$ cat src/rtl/pipe_ctrl_pkg.sv
// Shared types and constants for the pipeline stall/flush/redirect controller.
package pipe_ctrl_pkg;

    // Stage bit positions within the stall and flush buses.
    localparam int STALL_PC  = 0;
    localparam int STALL_IF  = 1;
    localparam int STALL_ID  = 2;
    localparam int STALL_EX  = 3;
    localparam int STALL_MEM = 4;
    localparam int STALL_WB  = 5;
    localparam int STALL_W   = 6;

    typedef logic [STALL_W-1:0] stall_bus_t;

    typedef enum logic [1:0] {
        ST_RUN      = 2'd0,
        ST_FLUSH    = 2'd1,
        ST_DRAIN    = 2'd2,
        ST_REDIRECT = 2'd3
    } pipe_state_e;

    // Fixed per-state bus patterns.
    localparam stall_bus_t FLUSH_BRANCH   = 6'b000110;
    localparam stall_bus_t FLUSH_EXCP     = 6'b011111;
    localparam stall_bus_t FLUSH_DRAIN    = 6'b011100;
    localparam stall_bus_t FLUSH_REDIRECT = 6'b000010;
    localparam stall_bus_t STALL_DRAIN    = 6'b000011;

    // The most downstream requester decides how far back the hold reaches.
    function automatic stall_bus_t stall_encode(input logic req_if, input logic req_id,
                                                input logic req_ex, input logic req_mem);
        stall_bus_t s;
        if (req_mem)     s = 6'b011111;
        else if (req_ex) s = 6'b001111;
        else if (req_id) s = 6'b000111;
        else if (req_if) s = 6'b000011;
        else             s = 6'b000000;
        return s;
    endfunction

endpackage

$ cat src/rtl/pipe_ctrl_if.sv
// Bundle between the pipeline stages and the stall/flush controller.
// new_pc_valid is a one-cycle command with no ready: the PC register must
// load new_pc in the same cycle it is high, and it is never held or repeated.
interface pipe_ctrl_if #(
    parameter int ADDR_W = 32,
    parameter int PERF_W = 32
);
    import pipe_ctrl_pkg::*;

    logic              stallreq_if;
    logic              stallreq_id;
    logic              stallreq_ex;
    logic              stallreq_mem;
    logic              branch_flag;
    logic [ADDR_W-1:0] branch_target;
    logic              excp_valid;
    logic              excp_is_ertn;
    logic [ADDR_W-1:0] excp_entry_pc;
    logic [ADDR_W-1:0] era_pc;
    logic              icache_busy;
    stall_bus_t        stall;
    stall_bus_t        flush;
    logic              new_pc_valid;
    logic [ADDR_W-1:0] new_pc;
    logic [PERF_W-1:0] stall_cycles;
    logic [15:0]       excp_count;
    pipe_state_e       state_dbg;

    // Controller side.
    modport master (
        input  stallreq_if, stallreq_id, stallreq_ex, stallreq_mem,
        input  branch_flag, branch_target,
        input  excp_valid, excp_is_ertn, excp_entry_pc, era_pc, icache_busy,
        output stall, flush, new_pc_valid, new_pc, stall_cycles, excp_count, state_dbg
    );

    // Pipeline side.
    modport slave (
        output stallreq_if, stallreq_id, stallreq_ex, stallreq_mem,
        output branch_flag, branch_target,
        output excp_valid, excp_is_ertn, excp_entry_pc, era_pc, icache_busy,
        input  stall, flush, new_pc_valid, new_pc, stall_cycles, excp_count, state_dbg
    );

endinterface

$ cat src/rtl/pipe_perf_cnt.sv
// Two independent enabled counters that wrap at their natural width.
module pipe_perf_cnt #(
    parameter int W0 = 32,
    parameter int W1 = 16
) (
    input  logic          clk,
    input  logic          rst,
    input  logic          inc0,
    input  logic          inc1,
    output logic [W0-1:0] cnt0,
    output logic [W1-1:0] cnt1
);

    // Count enabled cycles; overflow simply wraps.
    always_ff @(posedge clk) begin
        if (rst) begin
            cnt0 <= '0;
            cnt1 <= '0;
        end else begin
            if (inc0) cnt0 <= cnt0 + W0'(1);
            if (inc1) cnt1 <= cnt1 + W1'(1);
        end
    end

endmodule

$ cat src/rtl/pipe_ctrl.sv
// Pipeline stall/flush/redirect controller with exception entry sequencing.
module pipe_ctrl
    import pipe_ctrl_pkg::*;
#(
    parameter int ADDR_W = 32,
    parameter int PERF_W = 32
) (
    input  logic       clk,
    input  logic       rst,
    pipe_ctrl_if.master bus
);

    pipe_state_e       state_q, state_next;
    logic [ADDR_W-1:0] target_q;
    stall_bus_t        stall_raw, flush_c;
    logic              npv_c;
    logic [ADDR_W-1:0] npc_c;
    logic              excp_take;
    logic              stall_inc;

    // State and latched exception/ERTN target.
    always_ff @(posedge clk) begin
        if (rst) begin
            state_q  <= ST_RUN;
            target_q <= '0;
        end else begin
            state_q <= state_next;
            if (excp_take)
                target_q <= bus.excp_is_ertn ? bus.era_pc : bus.excp_entry_pc;
        end
    end

    // Next state and raw per-state controls.
    always_comb begin
        stall_raw  = '0;
        flush_c    = '0;
        npv_c      = 1'b0;
        npc_c      = '0;
        excp_take  = 1'b0;
        state_next = state_q;
        unique case (state_q)
            ST_RUN: begin
                stall_raw = stall_encode(bus.stallreq_if, bus.stallreq_id,
                                         bus.stallreq_ex, bus.stallreq_mem);
                if (bus.excp_valid) begin
                    // Exception wins over a same-cycle branch; stalls still apply.
                    excp_take  = 1'b1;
                    state_next = ST_FLUSH;
                end else if (bus.branch_flag && !stall_raw[STALL_EX]) begin
                    // A stalled EX keeps the branch and presents it again later.
                    flush_c = FLUSH_BRANCH;
                    npv_c   = 1'b1;
                    npc_c   = bus.branch_target;
                end
            end
            ST_FLUSH: begin
                flush_c    = FLUSH_EXCP;
                state_next = bus.icache_busy ? ST_DRAIN : ST_REDIRECT;
            end
            ST_DRAIN: begin
                stall_raw = STALL_DRAIN;
                flush_c   = FLUSH_DRAIN;
                if (!bus.icache_busy) state_next = ST_REDIRECT;
            end
            ST_REDIRECT: begin
                flush_c    = FLUSH_REDIRECT;
                npv_c      = 1'b1;
                npc_c      = target_q;
                state_next = ST_RUN;
            end
            default: state_next = ST_RUN;
        endcase
    end

    // Outputs are silent during reset; flush overrides stall per stage.
    always_comb begin
        bus.stall        = rst ? '0 : (stall_raw & ~flush_c);
        bus.flush        = rst ? '0 : flush_c;
        bus.new_pc_valid = rst ? 1'b0 : npv_c;
        bus.new_pc       = rst ? '0 : npc_c;
        bus.state_dbg    = state_q;
    end

    assign stall_inc = (state_q == ST_RUN) && stall_raw[STALL_PC];

    pipe_perf_cnt #(
        .W0(PERF_W),
        .W1(16)
    ) u_perf (
        .clk (clk),
        .rst (rst),
        .inc0(stall_inc),
        .inc1(excp_take),
        .cnt0(bus.stall_cycles),
        .cnt1(bus.excp_count)
    );

endmodule

$ cat src/flat_wrapper.sv
// flat-port wrapper written by rule: the top's interface ports become plain ports
module pipe_ctrl_flat import pipe_ctrl_pkg::*;
#(
    parameter int ADDR_W = 32,
    parameter int PERF_W = 32
)
  (clk, rst, bus_stallreq_if, bus_stallreq_id, bus_stallreq_ex, bus_stallreq_mem, bus_branch_flag, bus_branch_target, bus_excp_valid, bus_excp_is_ertn, bus_excp_entry_pc, bus_era_pc, bus_icache_busy, bus_stall, bus_flush, bus_new_pc_valid, bus_new_pc, bus_stall_cycles, bus_excp_count, bus_state_dbg);
  pipe_ctrl_if #(.ADDR_W(ADDR_W), .PERF_W(PERF_W)) bus_i ();
  input  logic clk;
  input  logic rst;
  input wire logic [$bits(bus_i.stallreq_if)-1:0] bus_stallreq_if;
  input wire logic [$bits(bus_i.stallreq_id)-1:0] bus_stallreq_id;
  input wire logic [$bits(bus_i.stallreq_ex)-1:0] bus_stallreq_ex;
  input wire logic [$bits(bus_i.stallreq_mem)-1:0] bus_stallreq_mem;
  input wire logic [$bits(bus_i.branch_flag)-1:0] bus_branch_flag;
  input wire logic [$bits(bus_i.branch_target)-1:0] bus_branch_target;
  input wire logic [$bits(bus_i.excp_valid)-1:0] bus_excp_valid;
  input wire logic [$bits(bus_i.excp_is_ertn)-1:0] bus_excp_is_ertn;
  input wire logic [$bits(bus_i.excp_entry_pc)-1:0] bus_excp_entry_pc;
  input wire logic [$bits(bus_i.era_pc)-1:0] bus_era_pc;
  input wire logic [$bits(bus_i.icache_busy)-1:0] bus_icache_busy;
  output wire logic [$bits(bus_i.stall)-1:0] bus_stall;
  output wire logic [$bits(bus_i.flush)-1:0] bus_flush;
  output wire logic [$bits(bus_i.new_pc_valid)-1:0] bus_new_pc_valid;
  output wire logic [$bits(bus_i.new_pc)-1:0] bus_new_pc;
  output wire logic [$bits(bus_i.stall_cycles)-1:0] bus_stall_cycles;
  output wire logic [$bits(bus_i.excp_count)-1:0] bus_excp_count;
  output wire logic [$bits(bus_i.state_dbg)-1:0] bus_state_dbg;
  assign bus_i.stallreq_if = bus_stallreq_if;
  assign bus_i.stallreq_id = bus_stallreq_id;
  assign bus_i.stallreq_ex = bus_stallreq_ex;
  assign bus_i.stallreq_mem = bus_stallreq_mem;
  assign bus_i.branch_flag = bus_branch_flag;
  assign bus_i.branch_target = bus_branch_target;
  assign bus_i.excp_valid = bus_excp_valid;
  assign bus_i.excp_is_ertn = bus_excp_is_ertn;
  assign bus_i.excp_entry_pc = bus_excp_entry_pc;
  assign bus_i.era_pc = bus_era_pc;
  assign bus_i.icache_busy = bus_icache_busy;
  assign bus_stall = bus_i.stall;
  assign bus_flush = bus_i.flush;
  assign bus_new_pc_valid = bus_i.new_pc_valid;
  assign bus_new_pc = bus_i.new_pc;
  assign bus_stall_cycles = bus_i.stall_cycles;
  assign bus_excp_count = bus_i.excp_count;
  assign bus_state_dbg = bus_i.state_dbg;
  pipe_ctrl #(.ADDR_W(ADDR_W), .PERF_W(PERF_W)) u_core (.clk(clk), .rst(rst), .bus(bus_i));
endmodule
$ cat config.mk
export PLATFORM = sky130hd
export DESIGN_NAME = pipe_ctrl_flat
export DESIGN_NICKNAME = d
export VERILOG_FILES = /design/src/rtl/pipe_ctrl_pkg.sv /design/src/rtl/pipe_ctrl_if.sv /design/src/rtl/pipe_perf_cnt.sv /design/src/rtl/pipe_ctrl.sv /design/src/flat_wrapper.sv
export SDC_FILE = /design/constraint.sdc
export NUM_CORES = 1
export LEC_CHECK = 0
export BUFFER_PORTS_ARGS = -buffer_cell sky130_fd_sc_hd__buf_2
export CORE_MARGIN = 2
export CORE_UTILIZATION = 43
export DETAILED_ROUTE_END_ITERATION = 8
export PLACE_DENSITY = 0.77
export SYNTH_ARGS = -nofsm -noshare
export SYNTH_HDL_FRONTEND = slang
export SYNTH_HIERARCHICAL = 1
export SYNTH_SLANG_ARGS = --single-unit
$ cat constraint.sdc
create_clock -name clk -period 2.39 [get_ports clk]
set_input_delay 0.717 -clock clk [delete_from_list [all_inputs] [get_ports clk]]
set_output_delay 0.717 -clock clk [all_outputs]
set_load 0.01 [all_outputs]
After elaboration in Yosys (flattened, before gate mapping). Cells that the tools add are included.

Flip-flop bits (word level): 82. Input port bits: 106. Output and inout port bits: 95. Logic and storage cells: 44.

$add $sub $neg: 2. Equality and inequality tests: 5. Muxes and demuxes: 26. Bitwise logic cells: 2. Reductions and logical operators: 5.

Operator list (count): $mux W32 (4); $pmux W32 S2 (1); $mux W6 (7); $add A32 B1 Y32 const B (1); $pmux W6 S4 (1); $add A16 B1 Y16 const B (1); $pmux W6 S2 (1); $pmux W2 S4 (1); $and A6 B6 Y6 (1); $mux W1 (6); $mux W2 (3); $not A6 Y6 (1); $eq A2 B2 Y1 const B (2); $ne A2 B2 Y1 const B (2); $mux W3 (1); $eq A2 B1 Y1 const B (1); $logic_and A1 B1 Y1 (2); $logic_not A2 Y1 (1); $pmux W1 S2 (1); $reduce_and A2 Y1 (1); $logic_not A1 Y1 (1).

Logic depth before layout (Yosys ltp).
Word-level depth: 13. Gate-level depth with buffers: 12. Mapped depth without buffers: 8.

By module. Netlist, hierarchy kept.

Modules (own cells, without submodules): pipe_ctrl (times used 1, cells an instance 300, area each 2290.9 um^2, sequential area each 680.7 um^2); pipe_perf_cnt (times used 1, cells an instance 251, area each 2184.6 um^2, sequential area each 960.9 um^2).

Worst setup path after synthesis. OpenSTA, ideal clock, no wires.

Path kind: flip-flop to flip-flop. Start point: register u_core.state_q[0] (netlist: u_core/bus.state_dbg[0]). End point: register u_core.u_perf.cnt0[28]. Setup time: 0.070 ns. Data arrival time: 2.484 ns. Required time: 2.320 ns. Path slack: -0.164 ns. Stages on the path, launching flop included: 12. Cells stage by stage: dfxtp_1 -> inv_1 -> ha_1 -> buf_2 -> a21oi_2 -> nor2b_1 -> buf_2 -> nand3_1 -> or4_1 -> clkbuf_1 -> or4_1 -> a21oi_1.

Longest elaborated chain between the ends: 3. Elaborated cells on any way between the ends: 4.

RTL lines: start: declaration (line pipe_ctrl.sv:13) `pipe_state_e state_q, state_next;`; start signal: assignment (line pipe_ctrl.sv:27) `state_q <= state_next;`; $eq A2 B2 Y1 or $logic_not A2 Y1 (tied branches) (line pipe_ctrl.sv:41, pipe_ctrl.sv:84); $pmux W6 S2 (line pipe_ctrl.sv:41) `unique case (state_q)`; $logic_and A1 B1 Y1 * (line pipe_ctrl.sv:84) `assign stall_inc = (state_q == ST_RUN) && stall_raw[STALL_PC];`; named net u_core.stall_inc (line pipe_ctrl.sv:19) `logic stall_inc;`; end signal: assignment (line pipe_perf_cnt.sv:20) `if (inc0) cnt0 <= cnt0 + W0'(1);`; end: declaration (line pipe_perf_cnt.sv:10) `output logic [W0-1:0] cnt0,`.

The timed path passes the listed nets; every way through them passes the cells marked *. A chain may end at the register's enable or synchronous reset.

Worst setup path in the final report.
Start point: register u_core.state_q[1] (netlist: u_core/bus.state_dbg[1]). End point: output port bus_new_pc[6].

Longest elaborated chain between the ends: 3. Elaborated cells on any way between the ends: 4.

RTL lines: $eq A2 B2 Y1 or $logic_not A2 Y1 (tied branches) (line pipe_ctrl.sv:41); $pmux W32 S2 * (line pipe_ctrl.sv:41); $mux W32 * (line pipe_ctrl.sv:80) `bus.new_pc = rst ? '0 : npc_c;`; end: declaration (line flat_wrapper.sv:25) `output wire logic [$bits(bus_i.new_pc)-1:0] bus_new_pc;`.

Mark *: on every way between the ends. The rest lies on a longest branch, timed or not.

==> summary.txt <==
Run status
  • Outcome: finished, violations left
  • Failing checks: negative setup slack

Placement
  • Port buffer count: 198
  • GPL Wtd Cong: 0.882
  • Post-DP HPWL: 9640 µm
  • # placed instances: 871
  • Cell Area, Placed: 5690 µm²

Timing
  • Max Slew Vio Count: 0
  • Final period util: 114%
  • Final hold viol count: 0
  • Worst-Margin Slew: 789 ps
  • Slew margin rel.: 47.4%
  • Final worst slack: -334 ps
  • Endpoints failing setup: 49
  • Clk_skew: 14.6 ps
  • Setup TNS: -10580 ps
  • Min cycle time layout: 2720 ps
  • Setup repair after global routing missed its margin: yes
  • Peak Freq: 367 MHz
  • Hold_ws: 500 ps

Hold path
  • Worst hold-check path type: reg2reg

Route
  • Avg WL per Cell: 15.9 µm
  • Routed wire length: 14400 µm
  • Pre-antenna DRT Iters: 5
  • Vias: 4990
  • Number of DRC markers in iteration 0: 259
  • # DRC: 0
  • Via density: 5.50
  • DRT antenna net count: 0

Job
  • Max Cap Viol: 0

Global route
  • GRT Total Usage: 23.6%
  • Largest net degree at the start of global routing: 72
  • Met2 GRT Util: 42.9%
  • First-pass GRT wire length: 21600 µm
  • Met3 Usage GRT: 3.80%
  • Initial antenna violation count: 1
  • GRT overflow: 0
  • Global routing met1 resource utilization: 27.9%
  • GRT Max-Usage Layer: met2
  • Vias in the first global route: 4627

Yosys
  • Post-synth EDFFs: 0
  • Async SR Flop Fraction: 0%
  • Synthesized instance count: 551
  • Post-Syn Area: 4480 µm²
  • Yosys warns: 6
  • Synth Area in Compound Gates: 16.8%
  • Adder and majority cell fraction of the synthesized area: 1.96%
  • Post-synthesis sequential area ratio: 36.7%
  • Synth top area share: 36.7%
  • Post-Synth XOR/XNOR Area: 4.31%
  • Largest family of logic cells by synthesized area: simple AND/OR/NAND/NOR gates
  • Predominant post-synthesis flop cell: dfxtp_1
  • Cell taking the most area after synthesis: dfxtp_1
  • Simple-Gate Fraction of Synth Area: 26.1%
  • Netlist cell types: 47
  • Multiplexer area fraction after synthesis: 7.86%
  • Syn Area/Cell: 8.12 µm²
  • Seq cells post-synth: 82
  • Dominant cells by area after synthesis: dfxtp_1, mux2i_1, a211oi_1

Power
  • P per Cell Area: 755 nW/µm²
  • Leakage: 2.91 nW
  • Max rail drop VDD: 0.000421 V

Clock tree
  • CTS Root Cell: clkbuf_8
  • Maximum clock path buffer count: 2
  • CTS Buf Count: 9
  • H-Tree Depth: 3
  • Clock latency on the worst-skew pair: 360 ps
  • CTS tree: built
  • Reg clk slew, reported paths: 100 ps
  • Clock Sink Count: 82

Finish
  • Reg area: 1640 µm²
  • Filler cell count: 867
  • Final nets: 878
  • Non-filler instance count after layout: 907
  • Share of layout cells above drive strength 1: 45.3%
  • Multi-input gate area: 2950 µm²
  • Area growth, synth to finish: 47.1%
  • Area of all placed cells without fillers: 6590 µm²
  • Core Util, Final: 64.4%

Critical path
  • Worst endpoint required time: 1670 ps
  • Startpoint Class: register
  • Arrival @ worst endpoint: 2010 ps
  • Worst setup EP type: output pin
  • Crit Path Max Fanout: 8
  • Worst Setup Path Type: reg2out

Floorplanning
  • Core Region: 10200 µm²
  • DIE WIDTH: 106 µm
  • Full die area: 11200 µm²
  • IO Pins: 201
  • Initial core utilization: 43.7%
  • Row count: 37
  • Die Height: 106 µm
## what timing repair did
item / 4_1_cts / 5_1_grt
cloned: 4 / 1
resized for setup: 58 / 49
hold buffers: 0 / 0
pin swaps: 43 / 22
endpoints found under the setup margin: 58 / 52
buffers inserted: 10 / 7
## sequential cells by signal, summed over array words and instances, names as in the netlist
name	cells
u_core/target_q	32
u_core/u_perf/cnt0	32
u_core/u_perf/cnt1	16
u_core/bus.state_dbg	2
## power breakdown
part	total [mW]	switching (mW)	internal, mW
Sequential	1.71	0.138	1.58
Clock	1.08	0.534	0.546
Combinational	2.18	1.16	1.02
Total	4.97	1.83	3.14
## cells in the final DEF, fill, tap and decap left out, types with 3 or more instances in the layout
master,instances
inv_1,5
nand4_1,13
nor3_1,5
o21ai_0,11
xnor2_1,8
dfxtp_1,80
a21oi_2,10
buf_16,4
nor2b_1,3
a211oi_1,33
buf_4,32
xor2_1,14
o31ai_4,4
buf_12,5
nand2b_1,3
and2_1,3
o21ai_1,5
o31ai_1,7
ha_4,4
or4_1,6
or4_4,11
buf_6,13
nand3_1,40
buf_2,195
o31ai_2,3
a21oi_1,16
or3_1,9
nor2_1,57
mux2i_1,34
and3_1,4
nand2_1,48
clkbuf_8,11
and4_1,6
nand3_2,6
o21ai_2,25
ha_1,3
## worst paths after layout
path / cells past startpoint / to / startpoint / slack [ps]
worst max register to register: 10 / u_core/u_perf/cnt0[30]$_SDFFE_PP0P_ / u_core/bus.state_dbg[1]$_SDFFE_PP0P_ / -150
worst min register to register: 2 / u_core/u_perf/cnt1[15]$_SDFFE_PP0P_ / u_core/u_perf/cnt1[15]$_SDFFE_PP0P_ / 500
worst max-delay path: 9 / bus_new_pc[6] / u_core/bus.state_dbg[1]$_SDFFE_PP0P_ / -330
worst min-delay path: 2 / u_core/u_perf/cnt1[15]$_SDFFE_PP0P_ / u_core/u_perf/cnt1[15]$_SDFFE_PP0P_ / 500
## cells by family after synthesis
kind of cell / count (synthesis)
simple gates: 227
compound gates: 122
flops: 82
buf+inv: 55
mux: 35
xor+xnor: 22
fa+ha+maj: 7
other cells: 1
## synthesized netlist by cell type (3+ instances only)
cell type  count
dfxtp_1       82
nor2_1        57
nand2_1       48
nand3_1       46
mux2i_1       34
a211oi_1      33
o21ai_1       28
a21oi_1       26
clkbuf_1      16
or4_1         15
o21ai_0       14
o31ai_1       14
xor2_1        14
nand4_1       13
buf_2         12
buf_4         10
or3_1         10
xnor2_1        8
buf_1          7
ha_1           7
inv_1          7
and4_1         6
nor3_1         6
and2_1         5
and3_1         4
nor2b_1        4
buf_6          3
nand2b_1       3
## per-stage QoR
stage	setup slack, ps	power (mW)
floorplan	-94.1	2.81
global placement	-566	3.30
detailed placement	-655	3.36
CTS	-295	4.79
global route	-380	5.23
finish	-334	4.97
## per-layer routing
layer | vias to the layer above | wire (µm)
li1 | 2415 | -
met1 | 2353 | 5680
met2 | 206 | 7620
met3 | 16 | 902
met4 | 0 | 182
met5 | - | 0
## cell type report
cell class / instances / share of cell area, %
inverters: 7 / 0.437
multi-input cells: 416 / 44.9
repair buffers: 249 / 23.9
well taps: 136 / 2.58
diodes: 1 / 0.0380
flip-flops and latches: 82 / 25.0
clock inverters: 5 / 0.931
clock buffers: 11 / 2.30
## worst max-delay path, cell delays in order (launching register included)
cell	delay [ps]
dfxtp_2	350
inv_2	80
ha_4	140
buf_6	90
nor4b_4	280
nand2_4	140
buf_12	160
buf_12	140
o21ai_2	120
buf_2	150
No activity file was read; power rests on OpenSTA's default activity.
